--- config.mk ---
export PLATFORM = sky130hd
export DESIGN_NAME = ifetch_queue_flat
export DESIGN_NICKNAME = d
export VERILOG_FILES = /design/src/rtl/ifetch_queue_if.sv /design/src/rtl/ifetch_queue.sv /design/src/flat_wrapper.sv
export SDC_FILE = /design/constraint.sdc
export NUM_CORES = 1
export LEC_CHECK = 0
export ABC_AREA = 0
export BUFFER_PORTS_ARGS = -buffer_cell sky130_fd_sc_hd__buf_2
export CORE_UTILIZATION = 50
export DETAILED_ROUTE_END_ITERATION = 7
export PLACE_DENSITY = 0.69
export SYNTH_ARGS = -nofsm -noshare
export SYNTH_HDL_FRONTEND = slang
export SYNTH_SLANG_ARGS = --single-unit
--- constraint.sdc ---
create_clock -name clk -period 35.4 [get_ports clk]
set_input_delay 3.54 -clock clk [delete_from_list [all_inputs] [get_ports clk]]
set_output_delay 3.54 -clock clk [all_outputs]
set_load 0.01 [all_outputs]
--- src/rtl/ifetch_queue_if.sv ---
// Fetch-side bundle: instruction-memory request/response bus plus the decode handoff.
// The fetch unit connects through the master modport; memory and decode connect through the slave modport.
interface ifetch_queue_if;
  // imem: a request issues on any cycle with imem_req && imem_gnt, and imem_addr holds until that cycle
  // (a redirect may change it). Responses return in issue order on imem_rvalid, at least one cycle after
  // issue, with no backpressure. Decode: the head transfers on any cycle with instr_valid && !stall.
  logic        imem_req;
  logic [31:0] imem_addr;
  logic        imem_gnt;
  logic        imem_rvalid;
  logic [31:0] imem_rdata;
  logic        redirect;
  logic [31:0] redirect_pc;
  logic        stall;
  logic [31:0] instr;
  logic [31:0] pcplus4;
  logic        instr_valid;

  modport master (
    output imem_req, imem_addr, instr, pcplus4, instr_valid,
    input  imem_gnt, imem_rvalid, imem_rdata, redirect, redirect_pc, stall
  );

  modport slave (
    input  imem_req, imem_addr, instr, pcplus4, instr_valid,
    output imem_gnt, imem_rvalid, imem_rdata, redirect, redirect_pc, stall
  );
endinterface

--- src/rtl/ifetch_queue.sv ---
// Instruction fetch front end: credit-limited imem requests, DEPTH-entry prefetch FIFO, redirect flush.
// Optional macro IFQ_BYPASS_EN: a response arriving at an empty, unstalled queue is presented in the same cycle.
module ifetch_queue #(
  parameter int          DEPTH    = 4,
  parameter logic [31:0] RESET_PC = 32'h0
) (
  input  logic              clk,
  input  logic              reset,
  ifetch_queue_if.master    bus,
  output logic              dbg_state
);
  localparam int AW = $clog2(DEPTH);
  localparam int CW = AW + 1;

  typedef enum logic {RUN = 1'b0, FLUSH = 1'b1} state_t;

  state_t        state;
  logic [31:0]   pc;
  logic [CW-1:0] outstanding;
  logic [CW-1:0] discard;
  logic [CW-1:0] count;
  logic [AW-1:0] rd_ptr, wr_ptr;
  logic [AW-1:0] sh_rd, sh_wr;
  logic [31:0]   fifo_instr  [DEPTH];
  logic [31:0]   fifo_pc4    [DEPTH];
  logic [31:0]   shadow_addr [DEPTH];

  logic          issue, rsp, accept, head_valid, pop, push, bypass;
  logic [CW-1:0] out_next;
  logic [CW:0]   credit_sum;

  // Credits cover in-flight requests plus stored words, so a response always has a free slot.
  assign credit_sum    = {1'b0, outstanding} + {1'b0, count};
  assign bus.imem_req  = !reset && (credit_sum < (CW+1)'(DEPTH));
  assign bus.imem_addr = pc;

  assign issue      = bus.imem_req && bus.imem_gnt;
  assign rsp        = bus.imem_rvalid && (outstanding != '0);
  assign accept     = rsp && (state == RUN) && !bus.redirect;
  assign head_valid = (count != '0);
  assign pop        = head_valid && !bus.stall;
  assign out_next   = outstanding + CW'(issue) - CW'(rsp);

`ifdef IFQ_BYPASS_EN
  assign bypass = accept && !head_valid && !bus.stall;
`else
  assign bypass = 1'b0;
`endif

  assign push      = accept && !bypass;
  assign dbg_state = (state == FLUSH);

  always_comb begin
    bus.instr       = fifo_instr[rd_ptr];
    bus.pcplus4     = fifo_pc4[rd_ptr];
    bus.instr_valid = head_valid;
    if (bypass) begin
      bus.instr       = bus.imem_rdata;
      bus.pcplus4     = shadow_addr[sh_rd] + 32'd4;
      bus.instr_valid = 1'b1;
    end
  end

  always_ff @(posedge clk or posedge reset) begin
    if (reset) begin
      state       <= RUN;
      pc          <= RESET_PC;
      outstanding <= '0;
      discard     <= '0;
      count       <= '0;
      rd_ptr      <= '0;
      wr_ptr      <= '0;
      sh_rd       <= '0;
      sh_wr       <= '0;
      for (int i = 0; i < DEPTH; i++) begin
        fifo_instr[i]  <= '0;
        fifo_pc4[i]    <= '0;
        shadow_addr[i] <= '0;
      end
    end else begin
      outstanding <= out_next;
      if (issue) pc <= pc + 32'd4;
      // An issue in a redirect cycle belongs to the old stream; it is only counted, never shadowed.
      if (issue && !bus.redirect) begin
        shadow_addr[sh_wr] <= pc;
        sh_wr              <= sh_wr + AW'(1);
      end
      if (accept) sh_rd <= sh_rd + AW'(1);
      if (push) begin
        fifo_instr[wr_ptr] <= bus.imem_rdata;
        fifo_pc4[wr_ptr]   <= shadow_addr[sh_rd] + 32'd4;
        wr_ptr             <= wr_ptr + AW'(1);
      end
      if (pop) rd_ptr <= rd_ptr + AW'(1);
      count <= count + CW'(push) - CW'(pop);
      if (state == FLUSH && rsp) begin
        discard <= discard - CW'(1);
        if (discard == CW'(1)) state <= RUN;
      end
      // Redirect overrides everything above: every request still in flight after this cycle is stale.
      if (bus.redirect) begin
        pc      <= bus.redirect_pc;
        rd_ptr  <= '0;
        wr_ptr  <= '0;
        count   <= '0;
        sh_rd   <= '0;
        sh_wr   <= '0;
        discard <= out_next;
        state   <= (out_next != '0) ? FLUSH : RUN;
      end
    end
  end

  rvalid_needs_outstanding: assert property (@(posedge clk) disable iff (reset)
    bus.imem_rvalid |-> (outstanding != '0));

endmodule

--- src/flat_wrapper.sv ---
// flat-port wrapper written by rule: the top's interface ports become plain ports
module ifetch_queue_flat 
#(
  parameter int          DEPTH    = 4,
  parameter logic [31:0] RESET_PC = 32'h0
)
  (clk, reset, dbg_state, bus_imem_req, bus_imem_addr, bus_instr, bus_pcplus4, bus_instr_valid, bus_imem_gnt, bus_imem_rvalid, bus_imem_rdata, bus_redirect, bus_redirect_pc, bus_stall);
  ifetch_queue_if bus_i ();
  input  logic clk;
  input  logic reset;
  output logic dbg_state;
  output wire logic [$bits(bus_i.imem_req)-1:0] bus_imem_req;
  output wire logic [$bits(bus_i.imem_addr)-1:0] bus_imem_addr;
  output wire logic [$bits(bus_i.instr)-1:0] bus_instr;
  output wire logic [$bits(bus_i.pcplus4)-1:0] bus_pcplus4;
  output wire logic [$bits(bus_i.instr_valid)-1:0] bus_instr_valid;
  input wire logic [$bits(bus_i.imem_gnt)-1:0] bus_imem_gnt;
  input wire logic [$bits(bus_i.imem_rvalid)-1:0] bus_imem_rvalid;
  input wire logic [$bits(bus_i.imem_rdata)-1:0] bus_imem_rdata;
  input wire logic [$bits(bus_i.redirect)-1:0] bus_redirect;
  input wire logic [$bits(bus_i.redirect_pc)-1:0] bus_redirect_pc;
  input wire logic [$bits(bus_i.stall)-1:0] bus_stall;
  assign bus_imem_req = bus_i.imem_req;
  assign bus_imem_addr = bus_i.imem_addr;
  assign bus_instr = bus_i.instr;
  assign bus_pcplus4 = bus_i.pcplus4;
  assign bus_instr_valid = bus_i.instr_valid;
  assign bus_i.imem_gnt = bus_imem_gnt;
  assign bus_i.imem_rvalid = bus_imem_rvalid;
  assign bus_i.imem_rdata = bus_imem_rdata;
  assign bus_i.redirect = bus_redirect;
  assign bus_i.redirect_pc = bus_redirect_pc;
  assign bus_i.stall = bus_stall;
  ifetch_queue #(.DEPTH(DEPTH), .RESET_PC(RESET_PC)) u_core (.clk(clk), .reset(reset), .bus(bus_i), .dbg_state(dbg_state));
endmodule
==> run_results.csv <==
group,metric,value,unit
run_status,status,"complete, no violations",
power,power.density,72.2,nW/um^2
setup_path,crit_path_frequent_cell,"buf_2",
synthesis,synth_top_area_share,55.3,%
synthesis,synth_top_cells_by_area,"dfrtp_1, mux2_2, mux4_2",
sta,max_slew_margin,26.3,%
synthesis,synth_area_per_cell,13.5,um^2
global_route,grt_pass1_vias,12300,
clocking,cts_tree,"done",
floorplan,die_width,200,um
drt,wl,40700,um
min_path,hp-class,"register to register",
layout,fin_nets,1674,
setup_path,crit_slowest_cell,"nor4_1",
floorplan,initial_core_util,50.7,%
global_route,grt.met3_usage,3.14,%
setup_path,crit_path_start_kind,"primary input",
floorplan,die_y,200,um
drt,avgRoutedWirePerCell,19.0,um
floorplan,pin_count,169,
global_route,antenna_found_initial,0,
clocking,clock_path_buffers,3,
synthesis,syn_inst,1452,
drt,drtIter0Drc,492,
synthesis,async_reset_ff_share,100,%
clocking,hold_buffers,0,
layout,syn_to_final_growth,13.9,%
sta,clock_skew,0.00894,ns
run,maxCapViolations,0,
setup_path,crit_type,"primary input to output port",
layout,drive_gt1_share,39.2,%
synthesis,synth_nets,1542,
floorplan,core,38700,um^2
global_route,grt_overflow,0,
global_route,grtUsageMet2,33.5,%
sta,maxSlewViolCount,0,
placed_design,io_buffers,168,
layout,stdcell_count,2137,
global_route,grt_max_degree,194,
power,p_sw,0.000490,W
floorplan,rows,72,
synthesis,yosys.area.top_type,"dfrtp_1",
synthesis,synth_ff_type,"dfrtp_1",
drt,ant_nets,0,
drt,drc,0,
sta,finalCritPeriodShare,22.0,%
power,p_int,0.00113,W
power,switching_share,30.3,%
clocking,insertion_delay,0.56,ns
synthesis,yosys.cell_types.count,43,
power,p_clk_share,29.5,%
placed_design,dpl_cell_area,20900,um^2
placed_design,gp_congestion,0.734,
synthesis,yosysSeqAreaShare,55.3,%
setup_path,arrival,4.24,ns
sta,layout_min_cycle_time,7.78,ns
synthesis,synth_area,19600,um^2
global_route,track_usage,20.9,%
clocking,cts_buffers,46,
clocking,root_buffer,"clkbuf_16",
drt,dr_total_vias,11900,
setup_path,critPathMaxStageDelay,0.28,ns
placed_design,place_inst,2054,
sta,finalSetupViolCount,0,
clocking,cts_resized,0,
floorplan,die-area,40100,um^2
layout,finalInstanceArea,22400,um^2
sta,clock.fmax,129,MHz
clocking,clock_sinks,434,
power,seqPwrFrac,42.1,%
sta,worst_pin_slew,1.11,ns
clocking,clkTransAtPathRegs,0.06,ns
global_route,grt.busiest_layer,"met2",
drt,viasPerCell,5.57,
clocking,post_cts_buffers,0,
sta,rsz0062_at_grt,"false",
power,comb_power_share,28.4,%
placed_design,dp_hpwl,25500,um
layout,diodes,0,
placed_design,place_ws,27.61,ns
clocking,htreeDepth,2,
synthesis,synth_edf_count,0,
power,vdd_ir_drop_max,0.0329,mV
sta,fin_tns_setup,0,ns
setup_path,path_max_fanout,2,
synthesis,synth_commonest_cells,"dfrtp_1, mux2_2, nor2_1, a21oi_1, mux4_2",
setup_path,path_cells,"buf_2, nor4_1, and2_1, buf_2",
global_route,grt_pass1_wl,66900,um
synthesis,synth-seq-cells,434,
global_route,grt_use_met1,30.0,%
drt,drtPass1Iterations,5,
sta,fin_ws,27.62,ns
synthesis,yosys_warnings,0,
synthesis,synth.most_common_cell,"dfrtp_1",
power,p_leak,10.4,nW
sta,hold_viol_final,0,
setup_path,crit_path_end_kind,"output port",
setup_path,crit_required,31.86,ns
-- per-layer routing --
layer	vias to the layer above	part of all wire (%)
met5	-	0
met3	48	3.5
met1	6197	48
met4	0	1.5
met2	202	47
li1	5454	-
-- registers in the layout (all words and copies together) (netlist names) --
register	flops
u_core.rd_ptr	2
u_core.sh_wr	2
u_core.outstanding	3
u_core.shadow_addr	128
u_core.fifo_pc4	128
u_core.fifo_instr	128
u_core.wr_ptr	2
u_core.discard	3
u_core.bus.imem_addr	32
u_core.sh_rd	2
u_core.dbg_state	1
u_core.count	3
-- through the flow --
stage,util (%),hold slack (ns),power [W]
after floorplan,-,0.445,0.000999
after global placement,53.8,0.459,0.00113
after detailed placement,53.8,0.469,0.00115
after CTS,57.7,0.481,0.00163
after global routing,57.7,0.504,0.00171
final,57.7,0.481,0.00162
-- cells by family (layout without fill, tap and decap cells) --
| group | Yosys count | count (layout) | synth area share [%] |
|---|---|---|---|
| multiplexers | 364 | 364 | 26.5 |
| flip-flops | 434 | 434 | 55.3 |
| XOR/XNOR | 68 | 68 | 3.03 |
| buffers and inverters | 119 | 286 | 2.61 |
| AO/OA/AOI/OAI | 158 | 158 | 4.06 |
| AND/OR/NAND/NOR | 289 | 289 | 7.11 |
| adder cells (fa/ha/maj) | 20 | 20 | 1.35 |
-- worst max-delay path, delay by kind of cell --
family / cells / cell delay (ns)
buffers and inverters: 2 / 0.25
and+or+nand+nor: 2 / 0.45
-- area by class of cell --
| class | count | area (um^2) |
|---|---|---|
| clock buffers | 75 | 1450 |
| clock inverters | 8 | 68.8 |
| fillers | 3093 | 16400 |
| inverters | 22 | 90.1 |
| multi-input cells | 899 | 8290 |
| flip-flops and latches | 434 | 10900 |
| well taps | 518 | 648 |
| repair buffers | 181 | 951 |
-- cell usage in the layout (no fill, tap or decap), drive strengths merged, types with 8 or more instances in the layout --
cell type,Yosys,final
and3,8,8
and2,8,8
nand2,68,68
nor2,131,131
nor4,11,11
xor2,31,31
nand4,14,14
clkbuf,66,75
ha,18,18
mux2,266,266
and4,8,8
dfrtp,434,434
a21oi,116,116
nand3,20,20
o21ai,40,40
buf,31,181
inv,22,23
mux4,96,96
xnor2,37,37
nor3,12,12
-- power by group through the flow --
stage	registers [W]	logic (W)	clock network [W]
3_3_place_gp	0.000682	0.000451	0
5_1_grt	0.000696	0.000500	0.000510
2_1_floorplan	0.000657	0.000342	0
4_1_cts	0.000681	0.000465	0.000488
6_report	0.000680	0.000459	0.000477
3_5_place_dp	0.000689	0.000463	0
-- final timing paths --
| path | depth (start not counted) | slack [ns] | to | startpoint |
|---|---|---|---|---|
| worst max-delay path | 4 | 27.62 | bus_imem_req | reset |
| worst min-delay path | 2 | 0.48 | u_core.shadow_addr[94] | u_core.shadow_addr[94] |
| worst max register to register | 7 | 32.06 | u_core.fifo_pc4[89] | u_core.sh_rd[0] |
| worst min register to register | 2 | 0.48 | u_core.shadow_addr[94] | u_core.shadow_addr[94] |
| max in group asynchronous | 4 | 29.83 | u_core.fifo_pc4[30] | reset |
| min in group asynchronous | 2 | 3.13 | u_core.fifo_instr[99] | reset |
Power figures use the tool's default switching activity.
